## config.mk

```make
export PLATFORM = sky130hd
export DESIGN_NAME = stream_demux_1to2
export DESIGN_NICKNAME = d
export VERILOG_FILES = /design/src/rtl/stream_demux_1to2.sv
export SDC_FILE = /design/constraint.sdc
export NUM_CORES = 1
export LEC_CHECK = 0
export ABC_AREA = 1
export CAP_MARGIN = 20
export CORE_MARGIN = 3
export CORE_UTILIZATION = 55
export DETAILED_ROUTE_END_ITERATION = 7
export DONT_BUFFER_PORTS = 1
export GPL_TIMING_DRIVEN = 0
export HOLD_SLACK_MARGIN = 0.08
export PLACE_DENSITY = 0.81
export SYNTH_ARGS = -nofsm -noshare
export SYNTH_HDL_FRONTEND = slang
export SYNTH_SLANG_ARGS = --single-unit
```

## constraint.sdc

```tcl
create_clock -name clk -period 2.8 [get_ports clk]
set_clock_uncertainty 0.05 [all_clocks]
set_input_delay 0.84 -clock clk [delete_from_list [all_inputs] [get_ports clk]]
set_output_delay 0.84 -clock clk [all_outputs]
set_load 0.05 [all_outputs]
```

## src/rtl/stream_demux_1to2.sv

```systemverilog
// stream_demux_1to2: routes one valid/ready stream to two FIFO-buffered outputs.
// Ports: clk/rst, mode, cnt_clr, s_* input stream, m0_*/m1_* outputs, cnt0/cnt1.
module stream_demux_1to2 #(
    parameter int DATA_W = 8,
    parameter int DEPTH  = 4,
    parameter int CNT_W  = 16
) (
    input  logic              clk,
    input  logic              rst,
    input  logic              mode,
    input  logic              cnt_clr,
    input  logic              s_valid,
    output logic              s_ready,
    input  logic [DATA_W-1:0] s_data,
    input  logic              s_sel,
    output logic              m0_valid,
    input  logic              m0_ready,
    output logic [DATA_W-1:0] m0_data,
    output logic              m1_valid,
    input  logic              m1_ready,
    output logic [DATA_W-1:0] m1_data,
    output logic [CNT_W-1:0]  cnt0,
    output logic [CNT_W-1:0]  cnt1
);

    localparam int AW = $clog2(DEPTH);
    localparam logic [AW:0] L_FULL = (AW + 1)'(DEPTH);
    localparam logic [AW-1:0] L_PINC = AW'(1);
    localparam logic [AW:0] L_OINC = (AW + 1)'(1);

    logic [DATA_W-1:0] r_mem [2][DEPTH];
    logic [AW-1:0]     r_wp  [2];
    logic [AW-1:0]     r_rp  [2];
    logic [AW:0]       r_occ [2];
    logic [CNT_W-1:0]  r_cnt [2];
    logic              r_toggle;

    logic       w_dest;
    logic [1:0] w_full;
    logic [1:0] w_valid;
    logic [1:0] w_ready;
    logic [1:0] w_push;
    logic [1:0] w_pop;
    logic       w_acc;

    // The toggle only steers when mode=1, so s_sel is never looked at then.
    assign w_dest = mode ? r_toggle : s_sel;

    always_comb begin
        for (int i = 0; i < 2; i++) begin
            w_full[i]  = (r_occ[i] == L_FULL);
            w_valid[i] = (r_occ[i] != '0);
        end
    end

    assign w_ready = {m1_ready, m0_ready};

    // Ready depends only on registered occupancy of the chosen FIFO.
    assign s_ready = w_dest ? !w_full[1] : !w_full[0];
    assign w_acc   = s_valid && s_ready;
    assign w_push  = {w_acc && w_dest, w_acc && !w_dest};
    assign w_pop   = w_valid & w_ready;

    always_ff @(posedge clk) begin
        for (int i = 0; i < 2; i++) begin
            if (w_push[i]) begin
                r_mem[i][r_wp[i]] <= s_data;
            end
        end
    end

    always_ff @(posedge clk) begin
        if (rst) begin
            for (int i = 0; i < 2; i++) begin
                r_wp[i]  <= '0;
                r_rp[i]  <= '0;
                r_occ[i] <= '0;
                r_cnt[i] <= '0;
            end
            r_toggle <= 1'b0;
        end else begin
            for (int i = 0; i < 2; i++) begin
                if (w_push[i]) begin
                    r_wp[i] <= r_wp[i] + L_PINC;
                end
                if (w_pop[i]) begin
                    r_rp[i] <= r_rp[i] + L_PINC;
                end
                if (w_push[i] && !w_pop[i]) begin
                    r_occ[i] <= r_occ[i] + L_OINC;
                end else if (!w_push[i] && w_pop[i]) begin
                    r_occ[i] <= r_occ[i] - L_OINC;
                end
                // Clear wins over a same-cycle delivery; count saturates.
                if (cnt_clr) begin
                    r_cnt[i] <= '0;
                end else if (w_pop[i] && r_cnt[i] != '1) begin
                    r_cnt[i] <= r_cnt[i] + CNT_W'(1);
                end
            end
            if (mode && w_acc) begin
                r_toggle <= !r_toggle;
            end
        end
    end

    assign m0_valid = w_valid[0];
    assign m1_valid = w_valid[1];
    assign m0_data  = r_mem[0][r_rp[0]];
    assign m1_data  = r_mem[1][r_rp[1]];
    assign cnt0     = r_cnt[0];
    assign cnt1     = r_cnt[1];

endmodule

```

; After elaboration in Yosys (flattened, before gate mapping)
; Memories as Yosys holds them, arrays and structs flattened.
; Index checks and enable logic that the tools add are counted.
; W data, S select, Z words.
[op_classes]
addsub = 10
magnitude_cmp = 6
n_eq_ne = 4
muxes = 68
bitwise = 17
n_reduce_logical = 23
[ops]
columns = cell, count
row1 = $mux W32, 4
row2 = $mux W16, 4
row3 = $mux W8, 6
row4 = $mux W1, 42
row5 = $add A16 B1 Y16 const B, 2
row6 = $bmux W8 S2, 2
row7 = $demux W8 S2, 2
row8 = $ne A16 B16 Y1 const B, 2
row9 = $reduce_or A32 Y1, 1
row10 = $ge A3 B3 Y1 const B, 4
row11 = $logic_and A1 B1 Y1, 12
row12 = $mux W3, 4
row13 = $not A2 Y3, 4
row14 = $or A1 B1 Y1, 12
row15 = $add A2 B1 Y2 const B, 4
row16 = $logic_not A1 Y1, 8
row17 = $mux W2, 4
row18 = $add A3 B1 Y3 const B, 2
row19 = $eq A3 B3 Y1 const B, 2
row20 = $lt A3 B1 Y1 const B, 2
row21 = $reduce_bool A3 Y1, 2
row22 = $sub A3 B1 Y3 const B, 2
row23 = $and A2 B2 Y2, 1
[totals]
regBits = 1
ramBits = 110
input_bits = 16
out_inout_bits = 51
wordCells = 134
mem_count = 5
[memory_table]
columns = name, words, width, read_ports, rd_ports_with_merged_regs, wr, line
row1 = r_mem, 2, 32, 2, 0, 1, 31  ; logic [DATA_W-1:0] r_mem [2][DEPTH];
row2 = r_cnt, 2, 16, 2, 0, 2, 35  ; logic [CNT_W-1:0] r_cnt [2];
row3 = r_occ, 2, 3, 2, 0, 2, 34  ; logic [AW:0] r_occ [2];
row4 = r_rp, 2, 2, 2, 0, 2, 33  ; logic [AW-1:0] r_rp [2];
row5 = r_wp, 2, 2, 2, 0, 2, 32  ; logic [AW-1:0] r_wp [2];

; Depth between registers and ports, before layout
[depth]
word_depth = 12
ltp_mapped = 12
depth_no_buf = 12

; Least setup slack after synthesis
; Ideal clock, no wire load.
[synth_path]
path_type = register to output
start = memory r_rp[0][0] (netlist name)
end = output port m0_data[6]
arrival_ns = 1.804
required_time_ns = 1.910
path_slack_ns = 0.106
stages_incl_launch_ff = 6
n_path_buf = 2
path_cell_list = edfxtp_1 -> clkbuf_1 -> inv_1 -> clkbuf_1 -> o21ai_0 -> o22ai_1
[synth_rtl]
columns = item, line
row1 = "start, declared", 33
row2 = "end, declared", 18  ; output logic [DATA_W-1:0] m0_data,

==> metrics.cfg <==
[cells_and_area]
num-nets-final=534
final_cell_area_mm2=0.00589
drive_above_1_share=0.130
syn_to_final_growth_pct=11.5
final_core_util=0.635
fin_cells=638
antenna_cells=0

[timing]
drv_slew=0
tightest_slew_ps=762
max_freq_ghz=0.370
setup_viol=0
period_minus_slack_ps=2700
period_share=0.965
slew_headroom=0.490
finalHoldViolCount=0

[yosys]
syn_nets=522
yosys-top-cells-count=110 x edfxtp_1, 86 x nor2_1, 69 x inv_1, 55 x nand2_1, 34 x o21ai_0
synthCells=492
ys_types=27
yosysMostFrequentCell=edfxtp_1
synth_edf_count=110
yosys.area_share.xor_xnor=0.0365
yosys.area.top_type=edfxtp_1
synth-adder-area-share=0.0346
synth.area.top_cells=edfxtp_1 63%, nor2_1 6.1%, inv_1 4.9%, nand2_1 3.9%, o21ai_0 3.2%
async_reset_ff_frac=0
synth-simple-area-share=0.175
synthMuxAreaShare=0
synth_seq_cells=111
synthFlopType=edfxtp_1
postSynthAreaPerCell_um2=10.7
synth-seq-area-share=0.629
synth_top_area_frac=0.625
synth_area_mm2=0.00528
yosys_warnings=0
synth_top_family_by_area=simple AND/OR/NAND/NOR gates
synth_compound_area_frac=0.0647

[cts]
cts_max_path_buffers=2
cts.htree.levels=3
numCtsBuffers=9
root_buffer=clkbuf_8
cts_tree=built
clk_pin_slew_ps=100
cts.sinks=111
post_cts_hold_buffer_count=0
clk_latency_ps=380

[global_routing]
overflow=0
grt_first_pass_wirelength_mm=17.5
grt_antenna_before_repair=0
track_usage=0.203
grt_max_degree=21
grt_pass1_vias=3641

[worst_setup_path]
crit_chain=inv_2 > clkbuf_4 > o21ai_0 > o22ai_4
cp-startpoint=r_rp[0][0]$_SDFFCE_PN0P_
start_kind=register
cp_slowest_cell=edfxtp_1
cp-end-kind=output port
cpPeakStageDelay_ps=510
r2r-end=r_occ[0][2]$_SDFFCE_PN0P_
cp.required_ps=1910
rr_worst_depth=12
r2r_slack_ps=210
criticalPathCategory=reg2out
endpoint=m0_data[6]
r2r_start=r_occ[0][2]$_SDFFCE_PN0P_
arrival_ps=1810
worstPathMaxFanout=10

[detailed_routing]
dr.pass1.iters=4
wl_mm=10.6
drtIter0Drc=185
vias=3511
vias_per_cell=5.50
antenna_left=0
post_drt_wl_per_cell_um=16.7
drc=0

[die]
dieArea_mm2=0.0108
start_util=0.569
fp.dieH_um=104
fp.coreArea_mm2=0.00928
die_w_um=104
rows=35
num_io_pins=67

[place]
portBuffers=0
dp_hpwl_mm=7.30
placedCellCount=621
placed_cell_area_mm2=0.00544
gp_congestion=0.830

[power_and_ir_drop]
power_leakage_uw=0.00214
vdd_drop_max_mv=0.311
power.density_mw_per_mm2=670

[worst_hold_path]
hold_class=reg2reg
hp-start=r_toggle$_SDFFE_PP0P_

[run_status]
status=finished clean

[flow_run]
drv_cap=0

[worst max-delay path: cells and delay by family, from the launching register on]
kind,cells,cell delay [ps]
buffers and inverters,2,400
AO/OA/AOI/OAI,2,520
flip-flops,1,510
[layout make-up]
class	instances	area (um^2)
Multi-Input combinational cell	302	1880
Tap cell	129	161
Clock inverter	7	66.3
Clock buffer	9	124
Buffer	8	60.1
Timing Repair Buffer	3	22.5
Fill cell	729	3390
Inverter	69	259
Sequential cell	111	3320
[stage by stage]
step                hold WS [ps]  setup slack [ps]  TNS (ps)  total power (uW)
floorplan                    383               106         0              2770
global placement             390              -220     -4280              2870
detailed placement           398              -255     -5920              2910
CTS                          414              18.2         0              3950
global route                 443             -6.38     -6.38              4130
finish                       414              98.5         0              3950
[cells by family after synthesis]
group	Yosys count
adders and majority gates	14
and+or+nand+nor	204
xor gates and xnor gates	22
DFF	111
buffers and inverters	79
AOI/OAI and AO/OA	62
[placed cells by master, fill, tap and decap left out]
master,Yosys,layout
nand2_1,55,54
inv_8,0,1
o21ai_4,1,1
fa_1,1,1
clkinv_8,0,1
o22ai_4,0,16
nand2_4,2,3
nand3b_4,1,1
clkinv_1,0,1
buf_12,1,1
xor2_1,17,17
nor2_4,1,1
nand4_1,11,11
xnor2_1,5,5
clkbuf_4,0,2
ha_1,13,13
edfxtp_1,110,110
nor3_1,8,8
nor3_2,2,2
inv_6,0,2
nor2_2,10,10
inv_1,69,66
o21ai_0,34,34
clkbuf_1,8,2
buf_4,1,4
nand3_1,23,22
a21oi_1,11,11
nor2_1,86,86
inv_2,0,3
clkbuf_2,0,2
nor3b_1,1,1
dfxtp_1,1,1
nand3_2,1,2
clkbuf_8,0,9
clkinv_4,0,2
nand2_2,3,3
[sequential cells by signal (all words and copies together), names as in the netlist]
register,count
r_mem,64
r_cnt,32
r_occ,6
r_rp,4
r_wp,4
r_toggle,1
[how the worst min path moves through the flow]
stage,depth (start not counted),endpoint,slack (ps)
floorplan,2,r_toggle$_SDFFE_PP0P_,380
global placement,2,r_toggle$_SDFFE_PP0P_,390
detailed placement,2,r_toggle$_SDFFE_PP0P_,400
CTS,2,r_toggle$_SDFFE_PP0P_,410
global route,2,r_toggle$_SDFFE_PP0P_,440
finish,2,r_toggle$_SDFFE_PP0P_,410
[where the power goes]
group / switching, uW / internal, uW / leakage (uW)
sequential: 184 / 1950 / 0.00110
clock: 576 / 344 / 0.0000965
combinational: 667 / 232 / 0.000946
[metal layers]
metal | GRT usage | vias to the layer above | wire length (um)
li1 | - | 1686 | -
met1 | 0.237 | 1680 | 4110
met2 | 0.358 | 133 | 5600
met3 | 0.0546 | 12 | 782
met4 | 0.0769 | 0 | 138
met5 | 0 | - | 0
[what timing repair did]
item | CTS | global route
gates cloned | 0 | 0
setup buffers | 0 | 3
setup endpoints to repair | 32 | 32
pin swaps | 2 | 3
resized for setup | 39 | 6
Note: power is estimated with default switching activity, not from simulation.
